File: src/rtl/chunk_fetcher.sv
// Producer side of the APU chunk valid/ack interface: fetches 64-bit sample words
// from a software-filled RAM ring and holds each one until the player acks it.
// Optional: define CHUNK_FETCHER_UNDERRUN_CNT_EN to add a saturating underrun_count output.
module chunk_fetcher #(
  parameter int unsigned ADDR_W = 9
) (
  input  logic              clock,
  input  logic              reset,
  input  logic              enable,
  input  logic              flush,
  input  logic [ADDR_W-1:0] buf_last,
  input  logic [ADDR_W-1:0] wr_ptr,
  output logic [ADDR_W-1:0] rd_ptr,
  output logic [ADDR_W-1:0] ram_addr,
  output logic              ram_rd,
  input  logic [63:0]       ram_rdata,
  output logic [63:0]       chunk,
  output logic              chunk_valid,
  input  logic              chunk_ack,
  output logic              underrun
`ifdef CHUNK_FETCHER_UNDERRUN_CNT_EN
  ,
  output logic [15:0]       underrun_count
`endif
);

  typedef enum logic [1:0] {
    IDLE,
    READ,
    CAPTURE,
    HOLD
  } state_t;

  state_t            state_q;
  state_t            state_d;
  logic              ring_empty;
  logic              advance;
  logic              underrun_d;
  logic [ADDR_W-1:0] rd_ptr_next;

  // Equality only: a stray wr_ptr beyond buf_last just looks non-empty and the ring keeps wrapping.
  assign ring_empty  = (rd_ptr == wr_ptr);
  assign rd_ptr_next = (rd_ptr >= buf_last) ? '0 : rd_ptr + ADDR_W'(1);
  assign advance     = (state_q == CAPTURE) && !flush;
  assign underrun_d  = (state_q == HOLD) && chunk_ack && enable && ring_empty && !flush;

  assign ram_addr    = rd_ptr;
  assign ram_rd      = (state_q == READ);
  assign chunk_valid = (state_q == HOLD);

  always_comb begin
    state_d = state_q;
    case (state_q)
      IDLE:    if (enable && !ring_empty) state_d = READ;
      READ:    state_d = CAPTURE;
      CAPTURE: state_d = HOLD;
      HOLD: begin
        if (chunk_ack) begin
          state_d = (enable && !ring_empty) ? READ : IDLE;
        end
      end
      default: state_d = IDLE;
    endcase
    if (flush) state_d = IDLE;
  end

  always_ff @(posedge clock) begin
    if (reset) begin
      state_q  <= IDLE;
      chunk    <= '0;
      rd_ptr   <= '0;
      underrun <= 1'b0;
    end else begin
      state_q  <= state_d;
      underrun <= underrun_d;
      if (flush) begin
        rd_ptr <= '0;
      end else if (advance) begin
        chunk  <= ram_rdata;
        rd_ptr <= rd_ptr_next;
      end
    end
  end

`ifdef CHUNK_FETCHER_UNDERRUN_CNT_EN
  always_ff @(posedge clock) begin
    if (reset || flush) begin
      underrun_count <= '0;
    end else if (underrun_d && (underrun_count != '1)) begin
      underrun_count <= underrun_count + 16'd1;
    end
  end
`endif

endmodule

File: config.mk
export PLATFORM = sky130hd
export DESIGN_NAME = chunk_fetcher
export DESIGN_NICKNAME = d
export VERILOG_FILES = /design/src/rtl/chunk_fetcher.sv
export SDC_FILE = /design/constraint.sdc
export NUM_CORES = 1
export LEC_CHECK = 0
export ABC_AREA = 1
export CAP_MARGIN = 20
export CORE_ASPECT_RATIO = 1.4
export CORE_MARGIN = 1.5
export CORE_UTILIZATION = 42
export DETAILED_ROUTE_END_ITERATION = 10
export PLACE_DENSITY = 0.85
export SETUP_SLACK_MARGIN = 0.15
export SYNTH_ARGS = -nofsm -noshare
export SYNTH_HDL_FRONTEND = slang
export SYNTH_SLANG_ARGS = --single-unit
export TNS_END_PERCENT = 100
File: constraint.sdc
create_clock -name clock -period 4 [get_ports clock]
set_input_delay 0.8 -clock clock [delete_from_list [all_inputs] [get_ports clock]]
set_output_delay 0.8 -clock clock [all_outputs]
set_load 0.01 [all_outputs]
**Yosys cells after proc, flatten, opt, wreduce, memory -nomap -nowiden**

Index checks and enable logic that the tools add are counted.

- Add/subtract/negate cells: 1
- Magnitude comparators: 1
- Eq/ne operators: 6
- Mux-type cells: 5
- Bitwise logic cells: 1
- Reductions and logical operators: 12

Operators with widths:

| operator | count |
|---|---|
| 9-bit by 1-bit adder with 9-bit output, second input constant | 1 |
| 9-bit equality test | 1 |
| 9-bit >= comparator | 1 |
| 9-bit 2-to-1 mux | 1 |
| 2-bit one-hot mux with 4 select lines | 1 |
| 1-bit logical AND | 6 |
| 2-bit equality test, second input constant | 2 |
| 2-bit 2-to-1 mux | 2 |
| 2-bit AND reduction | 2 |
| 2-bit by 1-bit equality test with 1-bit output, second input constant | 1 |
| 1-bit zero test | 2 |
| 2-bit zero test | 1 |
| 2-bit by 1-bit != test with 1-bit output, second input constant | 1 |
| 2-bit != test, second input constant | 1 |
| 2-bit OR reduction | 1 |
| 1-bit 2-to-1 mux | 1 |
| 1-bit NOT | 1 |

- Register bits after elaboration: 76
- Input bits: 87
- Output and inout port bits: 85
- Logic and storage cells: 30

**Logic depth before layout (Yosys ltp)**

- Depth in word-level cells: 6
- Gate-level depth with buffers: 11
- Mapped depth without buffers: 11

**Least setup slack after synthesis**

OpenSTA, ideal clock, no wires.

- Path type: in2reg
- Start point: in buf_last[8]
- End point: reg rd_ptr[6], in the netlist ram_addr[6]
- Library setup time: 0.080 ns
- Arrival: 1.824 ns
- Data required time: 3.920 ns
- Slack: 2.096 ns
- Stages on the path: 8
- Path buffers: 0
- Cells stage by stage: inv_1 > ha_1 > a21oi_1 > o21a_1 > nand4_1 > nand2_1 > nand2_1 > nor3b_1

- Longest elaborated chain between the ends: 2

RTL lines:

| what | RTL line | text |
|---|---|---|
| start, declared | 11 | `input logic [ADDR_W-1:0] buf_last,` |
| 9-bit >= comparator | 43 | `assign rd_ptr_next = (rd_ptr >= buf_last) ? '0 : rd_ptr + ADDR_W'(1);` |
| 9-bit 2-to-1 mux | 43 |  |
| end signal, assigned | 80 | `rd_ptr <= rd_ptr_next;` |
| end, declared | 13 | `output logic [ADDR_W-1:0] rd_ptr,` |

Every way passes these cells.
A chain may end at the register's enable or synchronous reset.

**Final worst setup path**

- Start point: in flush
- End point: reg rd_ptr[8], in the netlist ram_addr[8]

- Longest elaborated chain between the ends: 2
- Elaborated cells on any way between the ends: 3
- Those cells by class: 3 x reduce/logical

RTL lines:

| what | RTL line | text |
|---|---|---|
| start, declared | 10 | `input logic flush,` |
| 1-bit zero test | 44 | `assign advance = (state_q == CAPTURE) && !flush;` |
| 1-bit logical AND | 44 |  |

Several ways; a longest one is shown, not always the timed one.

==> flow_summary.yaml <==
clocking:
  cts_max_level: 3
  cts_tree: "built"
  clk_path_buf_depth: 2
  clock_sinks: 76
  numCtsBuffers: 9
  cts_hold_buf: 0
  cts_setup_buffers: 0
  cts_root_buf: "clkbuf_8"
  clk_pin_slew_worst_paths_ps: 80
  clock_latency_ps: 350
  cts_resized: 0
sta:
  finalCritPeriodShare: 0.613
  slew_headroom: 0.427
  fin_hold_ws_ps: 511
  max_freq_ghz: 0.408
  worst_slew_pin_slew_ps: 858
  post-route-min-period_ps: 2450
  finalSetupTns_ps: 0
  hold_violations: 0
  slew_violations: 0
  rsz0062_at_grt: "no"
  setup_viol: 0
  finalClockSkew_ps: 4.95
  worst_slack_ps: 1550
detailed_routing:
  wirelength_mm: 9.45
  avgRoutedWirePerCell_um: 13.8
  route.detailed.drc: 0
  dr.pass1.iters: 6
  ant_nets: 0
  vias: 3375
  drtIter0Drc: 177
  drt-vias-per-instance: 4.94
worst_setup_path:
  crit_arrival_ps: 2740
  r2r-start: "state_q[0]"
  crit_path_end_kind: "flop"
  reg2reg_depth: 11
  critPathLaunchType: "input port"
  worst-path-stages: 9
  worstPathMaxFanout: 31
  critPathTopFamily: "simple AND/OR/NAND/NOR gates"
  critPathSlowestCell: "nor2_4"
  critPathKind: "input port to flop"
  crit_buf_inv: 1
  reg2reg_to: "ram_addr[8]"
  critPathMaxStageDelay_ps: 550
  rrSetupSlack_ps: 1790
  critPathRequiredTime_ps: 4280
  cp_cell_sequence: "clkdlybuf4s50_1, nor2_4, nand3_4, nor3_4, nand2_2, nor2_2, nand2_1, or2_0, a21oi_1"
run_status:
  status: "completed"
hold_path:
  hold_end: "state_q[1]"
  min_path_type: "flop to flop"
  hold_start: "state_q[1]"
  hold_path_depth: 2
grt:
  antenna_found_initial: 0
  grt_pass1_wl_mm: 15.2
  grt_pass1_vias: 3266
  grt-ovfl-total: 0
  grt_max_degree: 68
  grt_usage: 0.231
yosys:
  ys_ff_latch: 76
  yosys_warnings: 0
  syn_nets: 528
  ys_types: 28
  synthCells: 426
  netlist_area_um2: 3230
  syn_avg_cell_area_um2: 7.57
  yosysSeqAreaShare: 0.472
floorplanning:
  initial_core_util: 0.435
  io_pins: 172
  coreArea_um2: 7410
  die_area_um2: 8220
  die_w_um: 77.1
  die_h_um: 107
  rows: 37
power_and_ir_drop:
  leakagePower_nw: 2.13
  power_mw: 1.44
  vdd_drop_max_mv: 0.284
  power.density_nw_per_um2: 282
cells_and_area:
  fin_nets: 683
  drive_gt1_frac: 0.0444
  fin_util: 0.690
  area_growth_pct: 58.4
  design_area_um2: 5110
  diodes: 0
  final_cells: 683
placement:
  place_ws_ps: 1010
  gp_congestion: 0.792
  place_hpwl_mm: 6.76
  io_buffers: 171
  dpl.cell_count: 666
  dpl_cell_area_um2: 4920
job:
  drv_cap: 0
synth_stat cells:
| cell | number | area, µm² |
|---|---|---|
| nand2_2 | 1 | 6.26 |
| nand3_4 | 1 | 17.5 |
| nand2_1 | 33 | 124 |
| inv_1 | 21 | 78.8 |
| inv_2 | 2 | 7.51 |
| nor2_1 | 141 | 529 |
| buf_1 | 3 | 11.3 |
| nor2_2 | 1 | 6.26 |
| xor2_1 | 2 | 17.5 |
| buf_4 | 9 | 67.6 |
| nand3_1 | 7 | 35.0 |
| nand3b_1 | 1 | 7.51 |
| xnor2_1 | 8 | 70.1 |
| ha_1 | 15 | 188 |
| o21bai_1 | 1 | 7.51 |
| dfxtp_1 | 76 | 1520 |
| nor3_4 | 1 | 16.3 |
| a21oi_1 | 8 | 40.0 |
| or2_0 | 1 | 6.26 |
| o21ai_0 | 66 | 330 |
| nor2_4 | 1 | 11.3 |
| clkbuf_1 | 15 | 56.3 |
| or2_2 | 1 | 6.26 |
| o21a_1 | 1 | 7.51 |
| buf_2 | 2 | 10.0 |
| nor3b_1 | 1 | 7.51 |
| nand4_1 | 3 | 18.8 |
| nor3_1 | 4 | 20.0 |
final cells by class:
cell class / count / area, µm²
Fill cell: 623 / 2300
Clock buffer: 11 / 141
Multi-Input combinational cell: 298 / 1470
Sequential cell: 76 / 1520
Inverter: 23 / 86.3
Tap cell: 97 / 121
Timing Repair Buffer: 173 / 1740
Clock inverter: 5 / 27.5
sequential cells by signal (all words and copies together) (netlist names):
| signal | flops |
|---|---|
| state_q | 2 |
| underrun | 1 |
| chunk | 64 |
| ram_addr | 9 |
placed cells by master, fill, tap and decap left out, types with 2 or more instances in the layout:
cell type and n:
xnor2_1 8, dfxtp_1 76, o21ai_0 66, nor2_1 141, clkdlybuf4s50_1 171, nand3_1 7
clkbuf_8 10, ha_1 15, xor2_1 2, inv_1 20, clkinv_2 4, nand2_1 33
a21oi_1 8, inv_2 3, nand4_1 3, nor3_1 4
per-layer routing:
metal / track usage / share of wire / wire length, µm
met1: 0.247 / 0.39 / 3710
met3: 0.0774 / 0.085 / 799
met4: 0.121 / 0.033 / 313
met2: 0.401 / 0.49 / 4620
met5: 0 / 0 / 0
how the worst max path moves through the flow:
stage	slack, ps	to	from
floorplan	2100	ram_addr[6]	buf_last[8]
global placement	1040	ram_addr[1]	flush
detailed placement	1010	ram_addr[1]	flush
CTS	1400	ram_addr[1]	flush
global route	1370	ram_addr[8]	flush
finish	1550	ram_addr[8]	flush
logic make-up after synthesis:
kind of cell / synth area share
compound gates: 0.119
flops: 0.472
xor+xnor: 0.0272
simple gates: 0.252
buf+inv: 0.0718
fa+ha+maj: 0.0582
worst min-delay path, delay by kind of cell (launching register included):
kind,cells,cell delay (ps)
compound gates,1,50
flops,1,340
simple gates,1,70
power breakdown:
| group | internal [mW] | leakage (nW) | switching [mW] |
|---|---|---|---|
| combinational | 0.105 | 1.43 | 0.0560 |
| sequential | 0.766 | 0.613 | 0.00566 |
| clock | 0.238 | 0.0889 | 0.273 |
No activity file was read; power rests on OpenSTA's default activity.
